$ cat config.mk
export PLATFORM = sky130hd
export DESIGN_NAME = bcd_down_timer_flat
export DESIGN_NICKNAME = d
export VERILOG_FILES = /design/src/rtl/bcd_down_timer_if.sv /design/src/rtl/bcd_down_timer.sv /design/src/flat_wrapper.sv
export SDC_FILE = /design/constraint.sdc
export NUM_CORES = 1
export LEC_CHECK = 0
export BUFFER_PORTS_ARGS = -buffer_cell sky130_fd_sc_hd__buf_2
export CAP_MARGIN = 20
export CELL_PAD_IN_SITES_DETAIL_PLACEMENT = 1
export CELL_PAD_IN_SITES_GLOBAL_PLACEMENT = 2
export CORE_UTILIZATION = 29
export CTS_CLUSTER_DIAMETER = 200
export DETAILED_ROUTE_END_ITERATION = 12
export PLACE_DENSITY_LB_ADDON = 0.1
export SKIP_CTS_REPAIR_TIMING = 1
export SLEW_MARGIN = 25
export SYNTH_ARGS = -nofsm -noshare
export SYNTH_HDL_FRONTEND = slang
export SYNTH_SLANG_ARGS = --single-unit
$ cat constraint.sdc
create_clock -name clk -period 2.2 [get_ports clk]
set_clock_uncertainty 0.15 [all_clocks]
set_input_delay 0.22 -clock clk [delete_from_list [all_inputs] [get_ports clk]]
set_output_delay 0.22 -clock clk [all_outputs]
set_load 0.01 [all_outputs]
$ cat src/rtl/bcd_down_timer_if.sv
// Control/status bundle for the BCD down timer: commands and preset in, count and flags out.
interface bcd_down_timer_if #(
   parameter int DIGITS = 2
);
   logic                  start;
   logic                  stop;
   logic                  pause;
   logic                  auto_reload;
   logic [4*DIGITS-1:0]   load_val;
   logic [4*DIGITS-1:0]   q;
   logic                  running;
   logic                  expired;
   logic                  load_err;

   modport master (
      output start, stop, pause, auto_reload, load_val,
      input  q, running, expired, load_err
   );

   modport slave (
      input  start, stop, pause, auto_reload, load_val,
      output q, running, expired, load_err
   );
endinterface

$ cat src/rtl/bcd_down_timer.sv
// Multi-digit BCD countdown timer with preset load, pause, prescaled ticks,
// optional auto-reload on expiry and a sticky flag for rejected (non-BCD) presets.
module bcd_down_timer #(
   parameter int DIGITS   = 2,
   parameter int PRESCALE = 1
) (
   input  logic               clk,
   input  logic               reset,
   bcd_down_timer_if.slave    bus
);
   localparam int W  = 4 * DIGITS;
   localparam int PW = (PRESCALE > 1) ? $clog2(PRESCALE) : 1;

   typedef enum logic [1:0] {
      S_IDLE = 2'd0,
      S_RUN  = 2'd1,
      S_DONE = 2'd2
   } state_t;

   state_t          state_q, state_d;
   logic [W-1:0]    q_q, q_d;
   logic [W-1:0]    reload_q, reload_d;
   logic [PW-1:0]   presc_q, presc_d;
   logic            expired_q, expired_d;
   logic            load_err_q, load_err_d;

   logic [W-1:0]      q_dec;
   logic [DIGITS-1:0] borrow;
   logic [DIGITS-1:0] digit_ok;
   logic              load_ok;
   logic              tick;
   logic              q_zero;

   // Borrow enters digit 0 and ripples up through every digit that is currently zero.
   assign borrow[0] = 1'b1;

   genvar gi;
   generate
      for (gi = 0; gi < DIGITS; gi++) begin : g_digit
         logic [3:0] cur;
         assign cur = q_q[4*gi +: 4];
         assign q_dec[4*gi +: 4] = borrow[gi] ? ((cur == 4'd0) ? 4'd9 : cur - 4'd1) : cur;
         assign digit_ok[gi] = (bus.load_val[4*gi +: 4] <= 4'd9);
         if (gi < DIGITS - 1) begin : g_borrow
            assign borrow[gi+1] = borrow[gi] & (cur == 4'd0);
         end
      end
   endgenerate

   assign load_ok = &digit_ok;
   assign q_zero  = (q_q == '0);
   assign tick    = (presc_q == PW'(PRESCALE - 1));

   always_comb begin
      state_d    = state_q;
      q_d        = q_q;
      reload_d   = reload_q;
      presc_d    = presc_q;
      expired_d  = 1'b0;
      load_err_d = load_err_q;

      if (bus.stop) begin
         state_d = S_IDLE;
         presc_d = '0;
      end else if (bus.start) begin
         if (load_ok) begin
            q_d        = bus.load_val;
            reload_d   = bus.load_val;
            presc_d    = '0;
            state_d    = S_RUN;
            load_err_d = 1'b0;
         end else begin
            load_err_d = 1'b1;
         end
      end else if (state_q == S_RUN && !bus.pause) begin
         if (tick) begin
            presc_d = '0;
            if (q_zero) begin
               // The tick that finds zero is the one that consumes it.
               expired_d = 1'b1;
               if (bus.auto_reload) begin
                  q_d = reload_q;
               end else begin
                  state_d = S_DONE;
               end
            end else begin
               q_d = q_dec;
            end
         end else begin
            presc_d = presc_q + PW'(1);
         end
      end
   end

   always_ff @(posedge clk or negedge reset) begin
      if (!reset) begin
         state_q    <= S_IDLE;
         q_q        <= '0;
         reload_q   <= '0;
         presc_q    <= '0;
         expired_q  <= 1'b0;
         load_err_q <= 1'b0;
      end else begin
         state_q    <= state_d;
         q_q        <= q_d;
         reload_q   <= reload_d;
         presc_q    <= presc_d;
         expired_q  <= expired_d;
         load_err_q <= load_err_d;
      end
   end

   assign bus.q        = q_q;
   assign bus.running  = (state_q == S_RUN);
   assign bus.expired  = expired_q;
   assign bus.load_err = load_err_q;
endmodule

$ cat src/flat_wrapper.sv
// flat-port wrapper written by rule: the top's interface ports become plain ports
module bcd_down_timer_flat 
#(
   parameter int DIGITS   = 2,
   parameter int PRESCALE = 1
)
  (clk, reset, bus_start, bus_stop, bus_pause, bus_auto_reload, bus_load_val, bus_q, bus_running, bus_expired, bus_load_err);
  bcd_down_timer_if #(.DIGITS(DIGITS)) bus_i ();
  input  logic clk;
  input  logic reset;
  input wire logic [$bits(bus_i.start)-1:0] bus_start;
  input wire logic [$bits(bus_i.stop)-1:0] bus_stop;
  input wire logic [$bits(bus_i.pause)-1:0] bus_pause;
  input wire logic [$bits(bus_i.auto_reload)-1:0] bus_auto_reload;
  input wire logic [$bits(bus_i.load_val)-1:0] bus_load_val;
  output wire logic [$bits(bus_i.q)-1:0] bus_q;
  output wire logic [$bits(bus_i.running)-1:0] bus_running;
  output wire logic [$bits(bus_i.expired)-1:0] bus_expired;
  output wire logic [$bits(bus_i.load_err)-1:0] bus_load_err;
  assign bus_i.start = bus_start;
  assign bus_i.stop = bus_stop;
  assign bus_i.pause = bus_pause;
  assign bus_i.auto_reload = bus_auto_reload;
  assign bus_i.load_val = bus_load_val;
  assign bus_q = bus_i.q;
  assign bus_running = bus_i.running;
  assign bus_expired = bus_i.expired;
  assign bus_load_err = bus_i.load_err;
  bcd_down_timer #(.DIGITS(DIGITS), .PRESCALE(PRESCALE)) u_core (.clk(clk), .reset(reset), .bus(bus_i));
endmodule
==> out/qor.csv, run 1 <==
metric,value,unit
status,finished clean,
WP data required,2.21,ns
DRT Pass-1 Iters,4,
GP Congestion,0.838,
Synth Instances,119,
Global Route Usage Sum,0.180,
area of the mapped netlist,0.00116,sq mm
die height,65.2,um
Rel. slew slack,0.682,
largest net degree at the start of global routing,21,
DR vias/cell,5.20,
share of cells above drive strength 1,0.353,
Setup CP Type,reg -> reg,
NetSw,433,uW
Final Cycle Share,0.908,
Worst VDD drop,0.212,mV
IO Port Bufs,24,
area grow syn2layout,25.1,%
CTS tree,built,
vias in the first global route,1071,
hold slack final,0.0560,ns
distinct cell type count of the synthesized netlist,40,
crit path DAT,2.00,ns
CTS Sinks,20,
Max-Cap Viols,0,
min-delay src,bus_load_val[0],
worst skew pair latency,0.26,ns
"most common cell after layout, fill and taps aside",buf_2,
FF-to-FF Start,u_core.bus.q[0]$_DFFE_PN0P_,
die extent in x,65.2,um
die area,0.00425,sq mm
Flop pwr share,0.452,
Comb power frac,0.310,
RSZ-0062 raised after global routing,false,
Ports,25,
root buf cell,clkbuf_8,
Static Leak,0.000628,uW
start point of the critical path,u_core.bus.q[0]$_DFFE_PN0P_,
crit-path max FO,9,
first-pass GRT wire length,5.74,mm
Final min period,2.00,ns
design area,0.00145,sq mm
utilization after layout,0.387,
Pwr per Cell Area,849,mW/mm^2
post-synthesis net count,133,
sequential area share after synthesis,0.432,
crit end category,flop,
Final Hold Viols,0,
H-tree Lvls,1,
# diodes,0,
flop and latch count out of synthesis,20,
grt ovf,0,
synth warn,0,
Via Count,1046,
max-slew violation count,0,
# DRC,0,
Clk pwr share,0.237,
sw frac,0.352,
ANT nets after route,0,
setup TNS,0,ns
Post-synth ARST share,1.00,
Avg Inst Size Synth,9.74,sq um
area of the core,0.00374,sq mm
Min-Delay Path Class,in -> reg,
nets,168,
most frequent cells in the layout,"24 x buf_2, 20 x dfrtp_1, 13 x nand2_1",
internal power,797,uW
fmax,501,MHz
clock-pin slew on the worst setup and hold paths,0.08,ns
Fillers,454,
Post-DP HPWL,2.64,mm
Detailed Route WL,3.47,mm
routed length per instance,17.3,um
final setup vio count,0,
Initial DRC Count,31,
Core Rows,22,
crit start category,flop,
Starting Density,0.309,
total power,1230,uW
top_reg_cell synth,dfrtp_1,
"EDFF count, synth",0,
clk buf depth,2,
total CTS buffers,3,
Placed Instance Area,0.00138,sq mm
initial antenna violation count,0,
Slew @ Worst Pin,0.477,ns
[power by group through the flow]
stage          sequential, uW  clock, uW  combinational, uW
4_1_cts                   556        304                384
2_1_floorplan             553          0                228
5_1_grt                   573        321                424
3_3_place_gp              557          0                380
6_report                  556        292                382
3_5_place_dp              562          0                383
[critical path, cell delays in order, from the launching register on]
cell     delay, ns
dfrtp_1       0.47
or4_4         0.58
o21ai_2       0.16
o311a_4       0.25
nand2_2       0.06
a22o_1        0.22
[layer usage]
layer,vias to the layer above,share of wire,global-route usage
met2,15,0.43,0.267
li1,520,-,-
met3,2,0.023,0.0208
met4,0,0.0052,0.0571
met5,-,0,0
met1,509,0.54,0.267
[logic make-up (layout without fill, tap and decap cells)]
logic type	count (synthesis)	in the layout	share of synthesized area
AOI/OAI and AO/OA	42	42	0.268
and+or+nand+nor	41	41	0.197
DFF	20	20	0.432
buffers and inverters	9	43	0.0356
muxes	7	7	0.0680
[path summary, 6_finish.rpt]
check,to,slack [ns],cells after the start
hold reg to reg,u_core.reload_q[4]$_DFFE_PN0P_,0.35,2
max in group asynchronous,u_core.bus.q[7]$_DFFE_PN0P_,1.28,2
setup / recovery,u_core.bus.q[4]$_DFFE_PN0P_,0.20,5
min in group asynchronous,u_core.reload_q[2]$_DFFE_PN0P_,0.29,2
setup reg to reg,u_core.bus.q[4]$_DFFE_PN0P_,0.20,5
hold / removal,u_core.reload_q[0]$_DFFE_PN0P_,0.06,2
[final cells by class]
class | count | area (sq um) | share of cell area
Clock buffer | 4 | 55.1 | 0.0380
Inverter | 5 | 18.8 | 0.0130
Multi-Input combinational cell | 90 | 617 | 0.426
Sequential cell | 20 | 500 | 0.345
Tap cell | 48 | 60.1 | 0.0415
Timing Repair Buffer | 34 | 198 | 0.136
[cell usage after synthesis, types with 2 or more instances]
library cell  instances  share of area
nor4_1                3          0.016
dfrtp_1              20           0.43
a211oi_1              2          0.013
inv_1                 5          0.016
or4_4                 2          0.019
nor2_1                3         0.0097
o31ai_1               5          0.032
o21ai_0               9          0.039
nor3_1                4          0.017
nand3_1               4          0.017
nand2b_1              2          0.011
or3_1                 2          0.011
a21oi_1              10          0.043
clkbuf_1              2         0.0065
nand2_1              13          0.042
mux2_2                7          0.068
and2_1                2          0.011
a22o_1                2          0.015
[state kept, by name, summed over array words and instances (netlist names)]
signal and cells:
u_core.bus.expired 1, u_core.bus.q 8, u_core.bus.load_err 1, u_core.reload_q 8, u_core.state_q 2
[per-stage QoR]
step                cells  setup WS (ns)
finish                201          0.203
global route          201         0.0986
CTS                   200          0.199
detailed placement    196          0.216
global placement      196          0.248
floorplan             119          0.229
(Power assumes the default switching activity.)
==> run 2: changes to the inputs <==
Settings changed: CAP_MARGIN 20 to default, CORE_MARGIN from default to 2, PLACE_DENSITY from default to 0.77, PLACE_DENSITY_LB_ADDON 0.1 to default.
==> run 2 against run 1 <==
  * Power increased by 6.2%
  * Wire length decreased by 2.6%
  * Worst setup slack got worse by 0.022 ns
  * Critical endpoint unchanged
  * Largest cell class unchanged
  * Largest power group unchanged
  * Highest routed layer unchanged
==> out/qor.csv, run 2 (synthesized netlist as in run 1, its figures left out) <==
metric,value,unit,change
initial antenna violation count,0,,unchanged
design area,0.00144,sq mm,-0.43%
max-slew violation count,0,,unchanged
nets,165,,-1.8%
Worst VDD drop,0.315,mV,+49%
area of the core,0.00374,sq mm,unchanged
clk buf depth,2,,unchanged
area grow syn2layout,24.5,%,
GP Congestion,0.878,,+4.9%
CTS Sinks,20,,unchanged
status,finished clean,,
crit-path max FO,9,,unchanged
FF-to-FF setup slack,0.18,ns,-0.02 ns
CTS tree,built,,
DR vias/cell,5.48,,+5.3%
vias in the first global route,1100,,+2.7%
die area,0.00452,sq mm,+6.2%
ANT nets after route,0,,unchanged
final setup vio count,0,,unchanged
clock-pin slew on the worst setup and hold paths,0.09,ns,about the same
crit path DAT,2.03,ns,+0.03 ns
Detailed Route WL,3.38,mm,-2.6%
largest net degree at the start of global routing,21,,unchanged
"most common cell after layout, fill and taps aside",buf_2,,
Min-Delay Path Class,in -> reg,,
routed length per instance,17.1,um,-1.1%
H-tree Lvls,1,,unchanged
Starting Density,0.309,,unchanged
Fillers,464,,+2.2%
total CTS buffers,3,,unchanged
Rel. slew slack,0.681,,-0.00160
total power,1310,uW,+6.2%
Multi-input gate area,617,sq um,unchanged
first-pass GRT wire length,5.53,mm,-3.7%
Via Count,1085,,+3.7%
Post-DP HPWL,2.52,mm,-4.3%
Global Route Usage Sum,0.166,,-0.0140
Placed Instance Area,0.00136,sq mm,-1.6%
Final Cycle Share,0.918,,+0.0101
IO Port Bufs,24,,unchanged
Initial DRC Count,32,,+3.2%
WP data required,2.21,ns,about the same
# diodes,0,,unchanged
Max-Cap Viols,0,,unchanged
DRT Pass-1 Iters,4,,unchanged
RSZ-0062 raised after global routing,false,,
crit start category,flop,,
Core Rows,22,,unchanged
share of cells above drive strength 1,0.340,,-0.0129
# DRC,0,,unchanged
register area,500,sq um,unchanged
die extent in x,67.2,um,+3.1%
utilization after layout,0.385,,-0.00167
setup TNS,0,ns,unchanged
Final min period,2.02,ns,+0.0223 ns
worst skew pair latency,0.27,ns,about the same
die height,67.2,um,+3.1%
most frequent cells in the layout,"24 x buf_2, 20 x dfrtp_1, 13 x nand2_1",,
root buf cell,clkbuf_8,,
Final Hold Viols,0,,unchanged
Ports,25,,unchanged
grt ovf,0,,unchanged
Slew @ Worst Pin,0.479,ns,+0.00240 ns
crit end category,flop,,
Static Leak,0.000620,uW,-1.3%
Setup CP Type,reg -> reg,,
fmax,495,MHz,-1.1%
Pwr per Cell Area,906,mW/mm^2,+6.7%
## run 2: cell types whose count changed in the layout (fill, tap and decap cells not counted)
cell       before  now
buf_4           9    6
bufinv_16       0    1
clkbuf_8        4    3
## run 2: where the power goes
| group | switching [uW] | total [uW] | internal [uW] |
|---|---|---|---|
| Sequential | 108 | 556 | 449 |
| Clock | 141 | 384 | 243 |
| Combinational | 185 | 366 | 181 |
| Total | 433 | 1310 | 873 |
## run 2: layout make-up
cell class / count / share of cell area
clock inverter: 1 / 0.0208
clock buffer: 3 / 0.0286
sequential: 20 / 0.347
tap: 48 / 0.0416
timing repair buffer: 31 / 0.121
inverter: 5 / 0.0130
multi-input combinational: 90 / 0.428
## run 2: path summary, 6_finish.rpt
| kind | from | endpoint | cells after the start |
|---|---|---|---|
| worst max-delay path | u_core.bus.q[0]$_DFFE_PN0P_ | u_core.bus.q[4]$_DFFE_PN0P_ | 5 |
| worst min-delay path | bus_stop | u_core.state_q[0]$_DFFE_PN0P_ | 2 |
| worst max register to register | u_core.bus.q[0]$_DFFE_PN0P_ | u_core.bus.q[4]$_DFFE_PN0P_ | 5 |
| worst min register to register | u_core.reload_q[4]$_DFFE_PN0P_ | u_core.reload_q[4]$_DFFE_PN0P_ | 2 |
| max in group asynchronous | reset | u_core.bus.q[3]$_DFFE_PN0P_ | 2 |
| min in group asynchronous | reset | u_core.state_q[0]$_DFFE_PN0P_ | 2 |
## run 2: metal layers
| metal | up-vias | track usage | part of all wire |
|---|---|---|---|
| met2 | 27 | 0.269 | 0.48 |
| met5 | - | 0 | 0 |
| met1 | 536 | 0.223 | 0.47 |
| met4 | 0 | 0.0714 | 0.014 |
| met3 | 5 | 0.0183 | 0.038 |
| li1 | 517 | - | - |
## run 2: stage by stage
step / setup slack (ns) / std cells / hold slack [ns]
after floorplan: 0.229 / 119 / -0.226
after global placement: 0.249 / 193 / 0.0518
after detailed placement: 0.203 / 193 / 0.0652
after CTS: 0.186 / 197 / -0.233
after global routing: 0.0743 / 198 / 0.0547
final: 0.181 / 198 / 0.0425
## run 2: critical path, cell delays in order (launching register included)
cell	delay [ns]
dfrtp_1	0.47
or4_4	0.58
o21ai_2	0.16
o311a_4	0.26
nand2_2	0.06
a22o_1	0.23
